<file path="src/rtl/exp_sum_accum.sv">
// Accumulates a stream of bf16 exp() values per vector into a saturating fixed-point sum,
// then normalises it back to bf16. Optional ROUND_NEAREST_EN selects round-to-nearest-even packing.
module exp_sum_accum #(
    parameter int ACC_W  = 32,
    parameter int FRAC_W = 16,
    parameter int CNT_W  = 8
) (
    input  logic             clk,
    input  logic             rst_n,
    input  logic             in_valid,
    output logic             in_ready,
    input  logic [15:0]      in_data,
    input  logic             in_last,
    output logic             out_valid,
    input  logic             out_ready,
    output logic [15:0]      out_sum,
    output logic [CNT_W-1:0] out_count,
    output logic             out_ovf
);

    typedef enum logic [1:0] {
        ACCUM  = 2'd0,
        NORM   = 2'd1,
        OUTPUT = 2'd2
    } state_t;

    localparam int K_W = $clog2(ACC_W);
    localparam logic signed [10:0] SH_OFFSET = 11'(FRAC_W - 7 - 127);
    localparam int OVF_EXP = 127 + ACC_W - FRAC_W;
    localparam logic [9:0] EXP_BASE = 10'(127 + ACC_W - 1 - FRAC_W);

    state_t state, state_nxt;

    logic             armed;
    logic [ACC_W-1:0] acc;
    logic [CNT_W-1:0] count;
    logic             ovf;
    logic [K_W-1:0]   k;

    logic                    beat_sign;
    logic [7:0]              beat_exp;
    logic [7:0]              beat_mant;
    logic signed [10:0]      sh;
    logic [10:0]             sh_mag;
    logic [ACC_W-1:0]        beat_val;
    logic                    beat_ovf;
    logic                    beat_fire;
    logic [ACC_W:0]          sum_ext;

    logic        acc_zero;
    logic        norm_done;
    logic [9:0]  pack_exp;
    logic [6:0]  pack_mant;
    logic [15:0] pack_sum;

    // Convert one bf16 beat to accumulator fixed point; negative, zero and denormal inputs vanish.
    always_comb begin
        // NOTE: every always_comb output gets a default first so no path can infer a latch.
        beat_val  = '0;
        beat_ovf  = 1'b0;
        beat_sign = in_data[15];
        beat_exp  = in_data[14:7];
        beat_mant = {1'b1, in_data[6:0]};
        sh        = $signed({3'b000, beat_exp}) + SH_OFFSET;
        sh_mag    = sh[10] ? -sh : sh;
        if (!beat_sign && beat_exp != 8'd0) begin
            if (beat_exp == 8'hFF || int'(beat_exp) >= OVF_EXP) begin
                beat_ovf = 1'b1;
            end else if (sh[10]) begin
                beat_val = ACC_W'(beat_mant >> sh_mag);
            end else begin
                beat_val = {{(ACC_W-8){1'b0}}, beat_mant} << sh_mag;
            end
        end
    end

    assign beat_fire = in_valid && in_ready;
    assign sum_ext   = {1'b0, acc} + {1'b0, beat_val};

    assign acc_zero  = (acc == '0);
    assign norm_done = acc_zero || ovf || acc[ACC_W-1];

`ifdef ROUND_NEAREST_EN
    logic       guard_bit;
    logic       sticky_bit;
    logic       round_up;
    logic [8:0] mant_rnd;

    // Round-to-nearest-even on the 8-bit significand; a carry out bumps the exponent.
    always_comb begin
        guard_bit  = acc[ACC_W-9];
        sticky_bit = |acc[ACC_W-10:0];
        round_up   = guard_bit && (sticky_bit || acc[ACC_W-8]);
        mant_rnd   = {2'b01, acc[ACC_W-2 -: 7]} + 9'(round_up);
        pack_mant  = mant_rnd[6:0];
        pack_exp   = EXP_BASE - 10'(k) + 10'(mant_rnd[8]);
    end
`else
    always_comb begin
        pack_mant = acc[ACC_W-2 -: 7];
        pack_exp  = EXP_BASE - 10'(k);
    end
`endif

    always_comb begin
        pack_sum = {1'b0, pack_exp[7:0], pack_mant};
        if (ovf) begin
            pack_sum = 16'h7F80;
        end else if (acc_zero) begin
            pack_sum = 16'h0000;
        end
    end

    always_ff @(posedge clk or negedge rst_n) begin
        if (!rst_n) begin
            state <= ACCUM;
        end else begin
            state <= state_nxt;
        end
    end

    always_comb begin
        state_nxt = state;
        in_ready  = 1'b0;
        out_valid = 1'b0;
        case (state)
            ACCUM: begin
                in_ready = armed;
                if (beat_fire && in_last) begin
                    state_nxt = NORM;
                end
            end
            NORM: begin
                if (norm_done) begin
                    state_nxt = OUTPUT;
                end
            end
            OUTPUT: begin
                out_valid = 1'b1;
                if (out_ready) begin
                    state_nxt = ACCUM;
                end
            end
            default: state_nxt = ACCUM;
        endcase
    end

    // Datapath: accumulate in ACCUM, normalise one bit per cycle in NORM, clear on result handshake.
    always_ff @(posedge clk or negedge rst_n) begin
        if (!rst_n) begin
            armed     <= 1'b0;
            acc       <= '0;
            count     <= '0;
            ovf       <= 1'b0;
            k         <= '0;
            out_sum   <= 16'h0000;
            out_count <= '0;
            out_ovf   <= 1'b0;
        end else begin
            // NOTE: sequential state uses non-blocking assignments so all registers update together.
            armed <= 1'b1;
            case (state)
                ACCUM: begin
                    if (beat_fire) begin
                        acc <= sum_ext[ACC_W] ? '1 : sum_ext[ACC_W-1:0];
                        ovf <= ovf || beat_ovf || sum_ext[ACC_W];
                        if (count != '1) begin
                            count <= count + CNT_W'(1);
                        end
                    end
                end
                NORM: begin
                    if (norm_done) begin
                        out_sum   <= pack_sum;
                        out_count <= count;
                        out_ovf   <= ovf;
                    end else begin
                        acc <= acc << 1;
                        k   <= k + K_W'(1);
                    end
                end
                OUTPUT: begin
                    if (out_ready) begin
                        acc   <= '0;
                        count <= '0;
                        ovf   <= 1'b0;
                        k     <= '0;
                    end
                end
                default: ;
            endcase
        end
    end

endmodule

</file>
<file path="config.mk">
export PLATFORM = sky130hd
export DESIGN_NAME = exp_sum_accum
export DESIGN_NICKNAME = d
export VERILOG_FILES = /design/src/rtl/exp_sum_accum.sv
export SDC_FILE = /design/constraint.sdc
export NUM_CORES = 1
export LEC_CHECK = 0
export BUFFER_PORTS_ARGS = -buffer_cell sky130_fd_sc_hd__buf_4
export CORE_ASPECT_RATIO = 1.1
export CORE_UTILIZATION = 62
export CTS_CLUSTER_DIAMETER = 100
export CTS_CLUSTER_SIZE = 24
export DETAILED_ROUTE_END_ITERATION = 8
export GPL_ROUTABILITY_DRIVEN = 0
export PLACE_DENSITY_LB_ADDON = 0.3
export SYNTH_ARGS = -nofsm -noshare
export SYNTH_HDL_FRONTEND = slang
export SYNTH_SLANG_ARGS = --single-unit
</file>
<file path="constraint.sdc">
create_clock -name clk -period 3.8 [get_ports clk]
set_input_delay 0 -clock clk [delete_from_list [all_inputs] [get_ports clk]]
set_output_delay 0 -clock clk [all_outputs]
set_load 0.05 [all_outputs]
</file>
==> results of run 1 <==
what timing repair did:
action / 4_1_cts
hold endpoints to repair: 74
pin swaps: 37
hold buffers: 2
gates cloned: 1
setup buffers: 13
gates resized for setup: 67
endpoints found under the setup margin: 33
synthesized netlist by cell type, types with 12 or more instances:
| master | n |
|---|---|
| xnor2_1 | 23 |
| nand2_1 | 121 |
| xor2_1 | 13 |
| nor2_1 | 59 |
| nand3_1 | 28 |
| clkbuf_1 | 35 |
| ha_1 | 43 |
| a21o_1 | 41 |
| a21oi_1 | 92 |
| o211ai_1 | 12 |
| inv_1 | 19 |
| dfrtp_1 | 73 |
| a221oi_1 | 19 |
| nor3_1 | 17 |
| o21ai_0 | 65 |
| nor4_1 | 15 |
per-stage QoR:
stage	TNS [ns]	setup slack, ns	instances	area [um2]
3_5_place_dp	-28.48	-0.9281	1155	8292
4_1_cts	-10.24	-0.3857	1185	9064
2_1_floorplan	-18.95	-0.6607	845	6670
3_3_place_gp	-21.67	-0.7116	1155	8292
logic make-up after synthesis:
| kind of cell | count (synthesis) | share of synthesized area, % |
|---|---|---|
| mux | 27 | 5.113 |
| buf+inv | 73 | 4.582 |
| flops | 73 | 27.65 |
| fa+ha+maj | 44 | 8.445 |
| xor+xnor | 36 | 4.772 |
| other cells | 2 | 0.1137 |
| simple gates | 292 | 20.55 |
| compound gates | 298 | 28.78 |
layer usage:
layer	overflow	track usage, %
met2	8	90.41
met3	0	57.06
met4	11	74.84
met5	0	26.44
met1	3	73.56
==> metrics list, run 1 <==
- Entering global routing, the biggest net connects 74 pins.
* Final HPWL from detailed placement: between 15 and 20 mm
- Pin placement for this block handled 48 I/O pins.
- CTS H-Tree Depth: 3
- Counting every sink on the clock net gives 73.
* Synthesized area divided by synthesized cell count: 7.820 um2
- Number of synthesized register bits: 73
- The cell count after synthesis came out at around 850.
* Unique cell type count in the Yosys netlist: 70
- Die boundary width: between 100 and 150 um
- The global-route repair_timing pass left the worst setup endpoint at acc[6]$_DFFE_PN0P_/D.
- The most used flip-flop cell after synthesis is dfrtp_1.
- Number of buffers created by CTS: 9
- The longest clock path from root to sink contains 2 buffers.
- Area share of the leading cell type in the synthesized netlist: between 20% and 30%
* Err: [ERROR GRT-0232] Routing congestion too high. Check the congestion heatmap in the GUI.
- After the last repair the worst path ends at a sequential cell input.
- Share of flip-flops with an asynchronous set or reset after synthesis: 100.0%
- After global routing the overflow that remains totals 22.
* Synth Warn #: 0
* Starting Density: between 60% and 70%
* Result of the run: did not finish
- Proportion of synthesized chip area in sequential cells: 27.65%
* Number of cell rows: 39
* Clock Tree Root: clkbuf_16
- The mapped netlist covers 6608 um2.
- Of all cell types, the one taking the most synthesized area is dfrtp_1.
* EDFF count, synth: 0
- Synthesis produced a netlist with a net count of 910.
- The flow halted during 5_1_grt.
* Count of buffers inserted at the top-level ports: 46
- Total routing resource utilization after global routing: about 74%
- Measured along the y axis, the die boundary spans about 110 um.
- In the post-synthesis netlist, the biggest area contributors are dfrtp_1 28%, ha_1 8.1%, a21oi_1 7.0%, nand2_1 6.9%, o21ai_0 4.9%.
==> inputs of run 2 (changes only) <==
==> config.mk (replaced) <==
export PLATFORM = sky130hd
export DESIGN_NAME = exp_sum_accum
export DESIGN_NICKNAME = d
export VERILOG_FILES = /design/src/rtl/exp_sum_accum.sv
export SDC_FILE = /design/constraint.sdc
export NUM_CORES = 1
export LEC_CHECK = 0
export BUFFER_PORTS_ARGS = -buffer_cell sky130_fd_sc_hd__buf_4
export CORE_UTILIZATION = 40
export DETAILED_ROUTE_END_ITERATION = 8
export GPL_ROUTABILITY_DRIVEN = 0
export PLACE_DENSITY_LB_ADDON = 0.15
export SYNTH_ARGS = -nofsm -noshare
export SYNTH_HDL_FRONTEND = slang
export SYNTH_SLANG_ARGS = --single-unit
==> metrics list, run 2 <==
- The hold violation count in the final report came to 0.
- For this block, the routed nets add up to roughly 22 mm of wire.
- Category of the worst setup path capture point: flop
- Final routed DRC violation total: 0
- Final Setup Violations: 33
- Total core area: 16000 um2
- The final reports fail on negative setup slack.
- At the worst endpoint, the arrival time is ~4.7 ns.
- The run finished, with violations left.
* Vert. Die Dim: 130.5 um (+18%)
- Total routing resource utilization after global routing: between 20% and 30%
* Final HPWL from detailed placement: 16.49 mm (+3.4%)
- ANT cells: 0
- From synthesis to final layout, the design area changed by 39.92%.
- Summed over all layers, the global routing overflow is 0.
* Proportion of synthesized chip area in sequential cells: 27.65% (unchanged)
* First-pass detailed-route iteration total: 6
* Share of flip-flops with an asynchronous set or reset after synthesis: 100.0% (unchanged)
- Clock-pin slew was measured on the worst setup and hold paths at roughly 0.060 ns.
- The worst setup path is launched from a primary input.
- After the first detailed-routing iteration, the DRC count stood at around 510.
* Number of buffers created by CTS: 9 (unchanged)
- Max IR drop VDD: about 0.00040 V
- The number of storage elements in the synthesis netlist was 73 (unchanged).
- The largest registers in the layout are acc (32), out_sum (15).
- The TritonCTS sink count was 73 (unchanged).
* Final setup slack of the worst path: -0.6649 ns
* Clock Tree Root: clkbuf_16
- Leading cell type in the layout, fill and taps excluded: buf_4
- Via count of the first global-routing pass: 7037
* Post-layout instance count excluding filler cells: approximately 1300
- In the routed layout, each cell is associated on average with a via count of ~5.7.
- The post-synth net total is 910 (unchanged).
* I/O Pins: 48 (unchanged)
- Number of placed instances with taps included: 1238 (+7.2%)
- Synth Warn #: 0 (unchanged)
- At the worst endpoint, the required time is about 4 ns.
* Static Leakage: approximately 4.3 nW
* Critical path class: primary input to flop
- Summing over every cut layer, the via total after detailed routing is 7275.
- Floorplan die area: 17040 um2
* Number of antenna-violating nets in the routed design: 0
- Top cells by instance count after synthesis: 121 x nand2_1, 92 x a21oi_1, 73 x dfrtp_1
* Prevailing post-synth register cell: dfrtp_1
* Power per cell area: 681.9 nW/um2
- The depth of the CTS H-tree came to 3 (unchanged).
- dfrtp_1 takes more of the synthesized area than any other cell.
- Static timing analysis puts the maximum clock frequency at 224.0 MHz.
- The chip width is 130.5 um (+30%).
- The net count of the finished layout is 1119.
- Unique cell type count in the Yosys netlist: 70 (unchanged)
- More flip-flops sit in one register than any other, and that register is acc.
- Worst-Margin Slew: ~1.1 ns
* Number of cell rows: 46 (+18%)
* RSZ-0062 raised after global routing: yes
- Max-capacitance violation count: 0
- The post-route netlist has about 33% of its cells at a drive strength greater than 1.
- The number of enable-type register cells in the synthesized netlist was 0 (unchanged).
- The placement-stage worst setup slack was -1.005 ns (-0.07656 ns).
- In this run the worst path has a maximum fanout of 10.
* Synthesized area divided by synthesized cell count: 7.820 um2 (unchanged)
* Worst hold-check path type: primary input to flop
- Wire length of the first global-routing pass: approximately 35 mm
- Antenna violations before repair: 0
- Yosys instantiated no cell more often than nand2_1.
* Final critical delay including setup and external delays: approximately 4.5 ns
- Worst setup skew after layout: approximately 0.0076 ns
- The number of instances in the synthesized netlist is 845 (unchanged).
- Deepest clock path buffer count: 2 (unchanged)
- In the post-synthesis netlist, the biggest area contributors are dfrtp_1 28%, ha_1 8.1%, a21oi_1 7.0%, nand2_1 6.9%, o21ai_0 4.9%.
* Slew Limit Headroom: a little under a quarter
- The netlist area before placement came to 6608 um2 (unchanged).
- The final-report max-slew violation count is 0.
- Dividing the final minimum period by the clock period gives 117.5%.
- Area share of the leading cell type in the synthesized netlist: 27.65% (unchanged)
- The count of input and output buffers is 46 (unchanged).
- The library cells used most frequently in the layout, excluding fill and tap cells, are 240 x buf_4, 119 x nand2_1, 79 x a21oi_1.
- The initial cell density of the core was 41.30% (-22 points).
- Clk Latency, worst-skew pair: between 0.3 and 0.4 ns
- WL/cell: approximately 17 um
* Clock tree from TritonCTS: done
- The register with the most flip-flops in the layout has 32 of them.
* Pin count of the biggest net entering global routing: 74
run 2: cell counts after synthesis:
No cell type changed its count.
run 2: worst max-delay path, cell delays in order:
cell and delay (ns):
buf_8 0.11, ha_4 0.17, o2111a_2 0.30, nor3_1 0.34, buf_4 0.19, xor2_1 0.22
buf_4 0.22, nand2_1 0.08, a31oi_1 0.25, a21oi_1 0.09, buf_4 0.15, fa_2 0.42
a211oi_4 0.23, o211ai_1 0.15, a31o_2 0.31, o2111ai_4 0.21, a211oi_2 0.12, a2111o_1 0.47
nor2_4 0.20, buf_6 0.18, a221oi_2 0.06, a21o_1 0.19
run 2: through the flow:
| stage | TNS (ns) | utilization, % | total power [W] | cell area [um2] | hold WS (ns) |
|---|---|---|---|---|---|
| 2_1_floorplan | -18.95 | - | 0.003829 | 6670 | -0.2956 |
| 3_5_place_dp | -29.90 | 52.78 | 0.005132 | 8446 | 0.2008 |
| 4_1_cts | -11.16 | 56.03 | 0.006104 | 8965 | 0.05400 |
| 5_1_grt | -27.89 | 57.78 | 0.006734 | 9245 | 0.09837 |
| 3_3_place_gp | -30.86 | 52.78 | 0.005022 | 8446 | 0.1869 |
| 6_report | -20.15 | 57.78 | 0.006305 | 9245 | 0.06331 |
run 2: timing repair:
action,in CTS,in global routing
setup buffers,7,11
endpoints found under the setup margin,33,33
cloned,1,1
gates resized for setup,33,41
hold buffers,2,0
pin swaps,13,29
hold endpoints to repair,74,0
run 2: final timing paths:
path / from / depth (start not counted) / slack (ns) / end
hold / removal: out_ready / 4 / 0.06 / k[2]
max in group asynchronous: rst_n / 2 / 2.81 / acc[15]
hold reg to reg: out_sum[5] / 2 / 0.48 / out_sum[5]
min in group asynchronous: rst_n / 2 / 0.35 / acc[25]
setup reg to reg: acc[0] / 12 / 0.45 / acc[9]
setup / recovery: in_data[9] / 22 / -0.66 / acc[9]
run 2: final cells by class:
cell class / instances / area [um2]
Sequential cell: 73 / 1827
Tap cell: 216 / 270.3
Inverter: 20 / 75.07
Timing Repair Buffer: 250 / 1937
Multi-Input combinational cell: 700 / 4848
Clock buffer: 10 / 229.0
Fill cell: 1457 / 6755
Clock inverter: 6 / 58.81
run 2: kinds of logic after synthesis:
group | Yosys count | synth area share [%]
mux | 27 | 5.113
flops | 73 | 27.65
simple gates | 292 | 20.55
other cells | 2 | 0.1137
xor+xnor | 36 | 4.772
fa+ha+maj | 44 | 8.445
buf+inv | 73 | 4.582
compound gates | 298 | 28.78
run 2: power by group:
| part | switching [W] | internal, W |
|---|---|---|
| sequential | 0.000396 | 0.00111 |
| clock | 0.000327 | 0.000505 |
| combinational | 0.00236 | 0.00161 |
run 2: per-layer routing:
layer | GRT usage [%] | up-vias | part of all wire, %
met4 | 9.669 | 0 | 2.8
met5 | 0 | - | 0
li1 | - | 3507 | -
met3 | 3.624 | 51 | 4.3
met1 | 33.16 | 3479 | 44
met2 | 45.47 | 238 | 49
Power figures use the tool's default switching activity.
